## src/rtl/pipe_hazard_ctrl_pkg.sv

```systemverilog
// Shared definitions for the pipeline hazard controller: FSM encoding,
// the NOP instruction, and the register-dependency compare.
package pipe_hazard_ctrl_pkg;

  typedef enum logic [1:0] {
    RUN      = 2'd0,
    MEM_WAIT = 2'd1,
    ERR      = 2'd2
  } state_t;

  // addi x0, x0, 0
  localparam logic [31:0] NOP_INSN = 32'h0000_0013;

  // x0 is hard-wired to zero, so a load targeting it can never create a dependency.
  function automatic logic reg_match(input logic [4:0] rd,
                                     input logic [4:0] rs,
                                     input logic       use_rs);
    return use_rs && (rd != 5'd0) && (rd == rs);
  endfunction

endpackage

```

## src/rtl/pipe_sat_counter.sv

```systemverilog
// Saturating up-counter with synchronous clear, used for pipeline performance stats.
module pipe_sat_counter #(
  parameter int CNT_W = 16
) (
  input  logic             clk,
  input  logic             clear,
  input  logic             inc,
  output logic [CNT_W-1:0] count
);

  always_ff @(posedge clk) begin
    if (clear) begin
      count <= '0;
    end else if (inc && (count != {CNT_W{1'b1}})) begin
      count <= count + CNT_W'(1);
    end
  end

endmodule

```

## src/rtl/pipe_hazard_ctrl.sv

```systemverilog
// Pipe-register sequencer: load-use stalls, branch redirects, data-memory wait
// freezes with timeout, plus saturating stall/flush counters.
//
// state    | meaning
// RUN      | normal issue; stage rules apply unless a memory access starts waiting
// MEM_WAIT | data memory busy; whole pipe frozen until dmem_ready
// ERR      | memory wait exceeded MEM_TIMEOUT; permanent freeze until reset
module pipe_hazard_ctrl
  import pipe_hazard_ctrl_pkg::*;
#(
  parameter int MEM_TIMEOUT = 16,
  parameter int CNT_W       = 16
) (
  input  logic             clk,
  input  logic             rst,
  input  logic [4:0]       id_rs1_addr,
  input  logic [4:0]       id_rs2_addr,
  input  logic             id_use_rs1,
  input  logic             id_use_rs2,
  input  logic             ex_mem_read,
  input  logic [4:0]       ex_rd_addr,
  input  logic             ex_branch_taken,
  input  logic             mem_access,
  input  logic             dmem_ready,
  output logic             pc_write,
  output logic             if_id_write,
  output logic             if_id_flush,
  output logic             id_ex_write,
  output logic             id_ex_flush,
  output logic             ex_mem_write,
  output logic             mem_wb_bubble,
  output logic             mem_timeout_err,
  output logic [CNT_W-1:0] stall_cnt,
  output logic [CNT_W-1:0] flush_cnt
);

  localparam int WAIT_W = $clog2(MEM_TIMEOUT + 1);

  state_t            state;
  logic [WAIT_W-1:0] wait_cnt;
  logic              err;
  logic              freeze;
  logic              load_use;
  logic              stall_inc;
  logic              flush_inc;

  always_comb begin
    load_use = ex_mem_read &&
               (reg_match(ex_rd_addr, id_rs1_addr, id_use_rs1) ||
                reg_match(ex_rd_addr, id_rs2_addr, id_use_rs2));

    case (state)
      RUN:      freeze = mem_access && !dmem_ready;
      MEM_WAIT: freeze = !dmem_ready;
      default:  freeze = 1'b1;
    endcase
  end

  always_comb begin
    pc_write      = 1'b1;
    if_id_write   = 1'b1;
    if_id_flush   = 1'b0;
    id_ex_write   = 1'b1;
    id_ex_flush   = 1'b0;
    ex_mem_write  = 1'b1;
    mem_wb_bubble = 1'b0;

    if (!rst) begin
      pc_write      = 1'b0;
      if_id_write   = 1'b0;
      if_id_flush   = 1'b1;
      id_ex_write   = 1'b0;
      id_ex_flush   = 1'b1;
      ex_mem_write  = 1'b0;
      mem_wb_bubble = 1'b1;
    end else if (freeze) begin
      // A branch held in EX during a freeze is acted on only at release.
      pc_write      = 1'b0;
      if_id_write   = 1'b0;
      id_ex_write   = 1'b0;
      ex_mem_write  = 1'b0;
      mem_wb_bubble = 1'b1;
    end else if (ex_branch_taken) begin
      if_id_flush = 1'b1;
      id_ex_flush = 1'b1;
    end else if (load_use) begin
      pc_write    = 1'b0;
      if_id_write = 1'b0;
      id_ex_flush = 1'b1;
    end
  end

  assign stall_inc       = rst && !pc_write;
  assign flush_inc       = rst && !freeze && ex_branch_taken;
  assign mem_timeout_err = err;

  always_ff @(posedge clk) begin
    if (!rst) begin
      state    <= RUN;
      wait_cnt <= '0;
      err      <= 1'b0;
    end else begin
      case (state)
        RUN: begin
          if (mem_access && !dmem_ready) begin
            state    <= MEM_WAIT;
            wait_cnt <= WAIT_W'(1);
          end
        end
        MEM_WAIT: begin
          if (dmem_ready) begin
            state    <= RUN;
            wait_cnt <= '0;
          end else if (wait_cnt == WAIT_W'(MEM_TIMEOUT)) begin
            state <= ERR;
            err   <= 1'b1;
          end else begin
            wait_cnt <= wait_cnt + WAIT_W'(1);
          end
        end
        ERR:     state <= ERR;
        default: state <= RUN;
      endcase
    end
  end

  pipe_sat_counter #(.CNT_W(CNT_W)) u_stall_cnt (
    .clk   (clk),
    .clear (!rst),
    .inc   (stall_inc),
    .count (stall_cnt)
  );

  pipe_sat_counter #(.CNT_W(CNT_W)) u_flush_cnt (
    .clk   (clk),
    .clear (!rst),
    .inc   (flush_inc),
    .count (flush_cnt)
  );

endmodule

```

## config.mk

```make
export PLATFORM = sky130hd
export DESIGN_NAME = pipe_hazard_ctrl
export DESIGN_NICKNAME = d
export VERILOG_FILES = /design/src/rtl/pipe_hazard_ctrl_pkg.sv /design/src/rtl/pipe_sat_counter.sv /design/src/rtl/pipe_hazard_ctrl.sv
export SDC_FILE = /design/constraint.sdc
export NUM_CORES = 1
export LEC_CHECK = 0
export CORE_MARGIN = 1
export CORE_UTILIZATION = 44
export CTS_BUF_LIST = sky130_fd_sc_hd__clkbuf_4 sky130_fd_sc_hd__clkbuf_8
export DETAILED_ROUTE_END_ITERATION = 7
export GPL_TIMING_DRIVEN = 0
export PLACE_DENSITY = 0.78
export SLEW_MARGIN = 20
export SYNTH_ARGS = -nofsm -noshare
export SYNTH_HDL_FRONTEND = slang
export SYNTH_SLANG_ARGS = --single-unit
export TNS_END_PERCENT = 30
```

## constraint.sdc

```tcl
create_clock -name clk -period 1.9 [get_ports clk]
set_input_delay 0.285 -clock clk [delete_from_list [all_inputs] [get_ports clk]]
set_output_delay 0.285 -clock clk [all_outputs]
set_load 0.01 [all_outputs]
```

; Word-level counts from Yosys, hierarchy flattened
; Cells that the tools add are included.
[word_totals]
reg_bits = 40
input_bits = 23
out_inout_bits = 40
word_cells = 64
[classes]
addsub = 3
eq_ne = 10
muxes = 24
n_bitwise = 1
reduce_logical = 21
[ops]
columns = op, n
row1 = $add 16x1->16 const B, 2
row2 = $ne 16x16->1 const B, 2
row3 = $mux 1, 15
row4 = $mux 5, 3
row5 = $logic_and 1x1->1, 11
row6 = $eq 5x5->1, 2
row7 = $pmux 5 s2, 1
row8 = $mux 2, 3
row9 = $ne 3x3->1 const B, 2
row10 = $pmux 2 s3, 1
row11 = $reduce_and 3->1, 2
row12 = $add 5x1->5 const B, 1
row13 = $eq 5x5->1 const B, 1
row14 = $reduce_bool 5->1, 1
row15 = $logic_not 1->1, 3
row16 = $eq 2x1->1 const B, 1
row17 = $eq 2x2->1 const B, 1
row18 = $logic_not 2->1, 1
row19 = $ne 2x2->1 const B, 1
row20 = $pmux 1 s2, 1
row21 = $reduce_and 2->1, 1
row22 = $reduce_bool 2->1, 1
row23 = $logic_or 1x1->1, 1
row24 = $not 1->1, 1

; Logic depth before layout (Yosys ltp)
[logic_depth]
depth_word = 12
ltp_mapped = 8
depth_no_buf = 8

; Modules after synthesis
; From an unflattened synthesis, not the netlist that was laid out.
[hier_totals]
cells_unflattened = 274
area_unflattened_um2 = 2319.7
[modules_own_cells]
columns = module, instances, cells_per_inst, area_per_inst_um2, seq_area_each_um2
row1 = pipe_sat_counter, 2, 99, 848.3, 320.3
row2 = pipe_hazard_ctrl, 1, 76, 623.1, 160.2

; Worst setup path before layout
; OpenSTA, ideal clock, no wires.
[synth_timing]
path_type = input-to-reg
start = input rst
end = register u_flush_cnt.count[9]
setup_ps = 128
t_arrival_ps = 1707
required_ps = 1772
slack_ps = 66
stages = 7
n_path_buf = 1
cell_sequence = buf_4 -> inv_4 -> or4_4 -> a2111oi_4 -> nand4_1 -> xor2_1 -> nor2_1
[synth_between]
elab_chain_cells = 3
[synth_rtl]
columns = element, line_no
row1 = start: declaration, pipe_hazard_ctrl.sv:15  ; input logic rst,
row2 = $logic_and 1x1->1 (2 in a row), pipe_hazard_ctrl.sv:94  ; assign flush_inc = rst && !freeze && ex_branch_taken;
row3 = $logic_and 1x1->1, pipe_sat_counter.sv:14  ; end else if (inc && (count != {CNT_W{1'b1}})) begin
row4 = end signal: assignment, pipe_sat_counter.sv:15  ; count <= count + CNT_W'(1);
row5 = end: declaration, pipe_sat_counter.sv:8  ; output logic [CNT_W-1:0] count
; Parallel ways exist; a longest one is shown, timed or not.
; A chain may end at the register's enable or synchronous reset.

; Worst setup path after layout
[layout_timing]
start = input ex_branch_taken
end = register u_flush_cnt.count[15]
[layout_between]
elab_chain_cells = 2
[layout_rtl]
columns = element, line_no
row1 = start: declaration, pipe_hazard_ctrl.sv:22  ; input logic ex_branch_taken,
row2 = $logic_and 1x1->1, pipe_hazard_ctrl.sv:94
row3 = $logic_and 1x1->1, pipe_sat_counter.sv:14
; No other way between the ends.

==> results.md <==
* Tcrit/Tclk final at 101%
* Fmax at 523 MHz
* Area Overhead vs Synth at 47.2%
* Via count of the routed design at 2158
* Failing checks: negative setup slack
* TritonCTS clock tree: built
* Yosys reg bits at 40
* HPWL Detailed at 3670 um
* DP Worst Slack at -862 ps
* Final global-route overflow total at 0
* Synthesized Nets at 274
* First-pass GRT wire length at 8800 um
* CP Data Required Time at approximately 2100 ps
* Status: finished with violations
* Final Hold Viols at 0
* CP Cell Sequence: clkdlybuf4s50_1, inv_2, or4_4, a2111oi_4, buf_4, nand4_1, xor2_1, nor2_1
* Port bufs at 61
* VDD IR-drop max at 0.351 mV
* Vias in the first global route at 2002
* CTS root buf: clkbuf_8
* Setup violations, final at 2
* Post-synth top cells: dfxtp_1 (40), nor2_1 (24), nand2_1 (20), nand3_1 (17)
* Largest cells by area after synthesis: dfxtp_1 (37%), xnor2_1 (4.9%), xor2_1 (4.9%)
* Reg2Reg Depth at 7
* Layout Skew at roughly 5.6 ps
* Post-synthesis adder-cell area fraction at 2.34%
* Initial Util at 47.4%
* Fillers at 359
* FF-to-FF setup slack at -10 ps
* Post-route cell area at approximately 3100 um^2
* Max-cap viol count at 0
* Hold Crit Start: rst
* 1st-pass router iterations at 4
* Max incr delay on CP at around 550 ps
* Syn Area/Cell at 8.65 um^2
* Final setup TNS at -24.8 ps
* Crit end category: flip-flop
* Worst skew pair latency at approximately 300 ps
* Final core utilization at 69.8%
* Clock sinks at 40
* Post-synthesis xor/xnor area fraction at 9.84%
* PnR worst setup slack at -13.7 ps
* Routed WL per cell at 14.8 um
* Ys flop type: dfxtp_1
* Count leader, synth: dfxtp_1
* Min Hold Slack at 321 ps
* RR Startpoint: state[0]
* Leak Pwr at approximately 1.2 nW
* Die span in x at 71.7 um
* FFs w/ async S/R, synth at 0%
* Register area at 815 um^2
* Critical path class: input pin to flip-flop
* Post-synth EDFFs at 0
* ANT nets after route at 0
* YS warnings at 0
* RSZ-0062 raised after global routing: true
* Simple-gate portion of the synthesized area at 23.7%
* Hold-fix buffers, CTS at 0
* Area post-placement at 2810 um^2
* CP Data Arrival Time at around 2100 ps
* Initial DRC count at 84
* Post-Synthesis Cell Area at about 2100 um^2
* Hold Crit Depth at 3
* Largest net degree at the start of global routing at 13
* Min-delay worst type: input pin to flip-flop
* Compound-gate portion of the synthesized area at roughly 20%
* DRC at 0
* Vias per Instance at 5.63
* Synth unique cells at 48
* Die height at 71.7 um
* Longest Clk Path Bufs at 2
* Max-slew violations at 0
* Slowest cell on the critical path: or4_4
* Total Routed Length at approximately 5700 um
* GPL Wtd Cong at 0.782
* # diodes at 0
* Layout cells sized above 1 at approximately 24%
* Crit path max fanout at 5
* Initial antenna violation count at 0
* Hold Path End: u_flush_cnt.count[2]
* Core ar. at 4500 um^2
* Area leader, netlist: dfxtp_1
* Synth Instances at around 250
* Startpoint Class: input pin
* Post-synthesis mux area share at 1.41%
* Largest family of logic cells by synthesized area: simple AND/OR/NAND/NOR gates
* Top-area cell type share of the netlist area at between 30% and 40%
* Sequential share of the synthesized area at approximately 37%
* Die area at 5140 um^2
* Worst R2R End: u_flush_cnt.count[15]
* Worst slew pin tran at 535 ps
* Final nets at 357
* Pwr Density at 544 nW/um^2
* Final min period at 1910 ps
* H-tree depth at 2
* Global-route usage over all layers at 21.9%
* Area taken by multi-input logic gates at 1330 um^2
* Row count at 24
* Num ports at 63
* Reg clk slew, reported paths at ~80 ps
* Slew HR at 64.3%
* CTS Buf Count at 5
-- worst max-delay path by stage --
stage,from,endpoint,slack (ps),cells after the start
finish,ex_branch_taken,u_flush_cnt.count[15],-10,8
global placement,ex_rd_addr[1],pc_write,-850,6
detailed placement,ex_rd_addr[1],pc_write,-860,6
global route,state[0],u_flush_cnt.count[8],-110,6
CTS,id_rs2_addr[2],u_stall_cnt.count[11],-50,8
floorplan,rst,u_flush_cnt.count[9],70,7
-- what timing repair did --
item	in CTS	in global routing
setup endpoints to repair	32	30
pin swaps	13	21
gates cloned	2	0
setup buffers	7	7
hold endpoints to repair	0	0
gates resized for setup	58	40
-- flip-flops by register name, summed over array words and instances, names as in the netlist --
name	flops
state	2
wait_cnt	5
u_flush_cnt.count	16
mem_timeout_err	1
u_stall_cnt.count	16
-- worst max-delay path, delay by kind of cell --
kind                      cells  cell delay, ps
buffers and inverters         3             740
and+or+nand+nor               3             710
AOI/OAI and AO/OA             1             210
xor gates and xnor gates      1             160
-- through the flow --
stage	instances	power, mW
2_1_floorplan	247	0.983
3_3_place_gp	360	1.08
3_5_place_dp	360	1.09
4_1_cts	377	1.70
5_1_grt	383	1.78
6_report	383	1.71
-- cells in the final DEF, fill, tap and decap left out, types with 3 or more instances in the layout --
cell	netlist	layout
clkdlybuf4s50_1	0	37
dfxtp_1	40	29
nor2_1	24	22
buf_4	5	19
nand2_1	20	19
nand3_1	17	17
xnor2_1	12	12
xor2_1	12	12
a21oi_1	12	11
dfxtp_2	0	11
inv_1	11	10
nand4_1	10	10
o31ai_1	11	10
dlymetal6s2s_1	0	9
buf_2	3	6
o211ai_1	6	6
clkbuf_8	0	6
dlygate4sd2_1	0	6
buf_6	0	5
or4_1	6	5
o21ai_0	5	5
clkbuf_1	4	3
mux2i_1	3	3
nor3_1	3	3
o21ai_1	3	3
or3_1	3	3
ha_1	4	3
-- routing by layer --
metal  vias to the layer above  track usage (%)  wire length [um]
li1                       1064                -                 -
met1                      1007             24.5              2460
met2                        77             38.4              2810
met3                        10             6.19               307
met4                         0             10.0               104
met5                         -                0                 0
-- cells by family after synthesis --
kind of cell    count (synthesis)
compound gates                 54
flops                          40
mux                             3
xor+xnor                       24
buf+inv                        24
simple gates                   98
fa+ha+maj                       4
-- layout make-up --
class / count / area share [%]
Buffer: 11 / 2.43
Clock buffer: 6 / 2.63
Clock inverter: 2 / 0.318
Inverter: 12 / 1.51
Multi-Input combinational cell: 183 / 42.2
Sequential cell: 40 / 25.9
Tap cell: 52 / 2.07
Timing Repair Buffer: 77 / 23.0
-- power breakdown --
| part | switching, mW | total, mW | internal [mW] |
|---|---|---|---|
| combinational | 0.116 | 0.243 | 0.127 |
| sequential | 0.0111 | 0.858 | 0.847 |
| clock | 0.317 | 0.607 | 0.290 |
| total | 0.444 | 1.71 | 1.26 |
No activity file was read; power rests on OpenSTA's default activity.
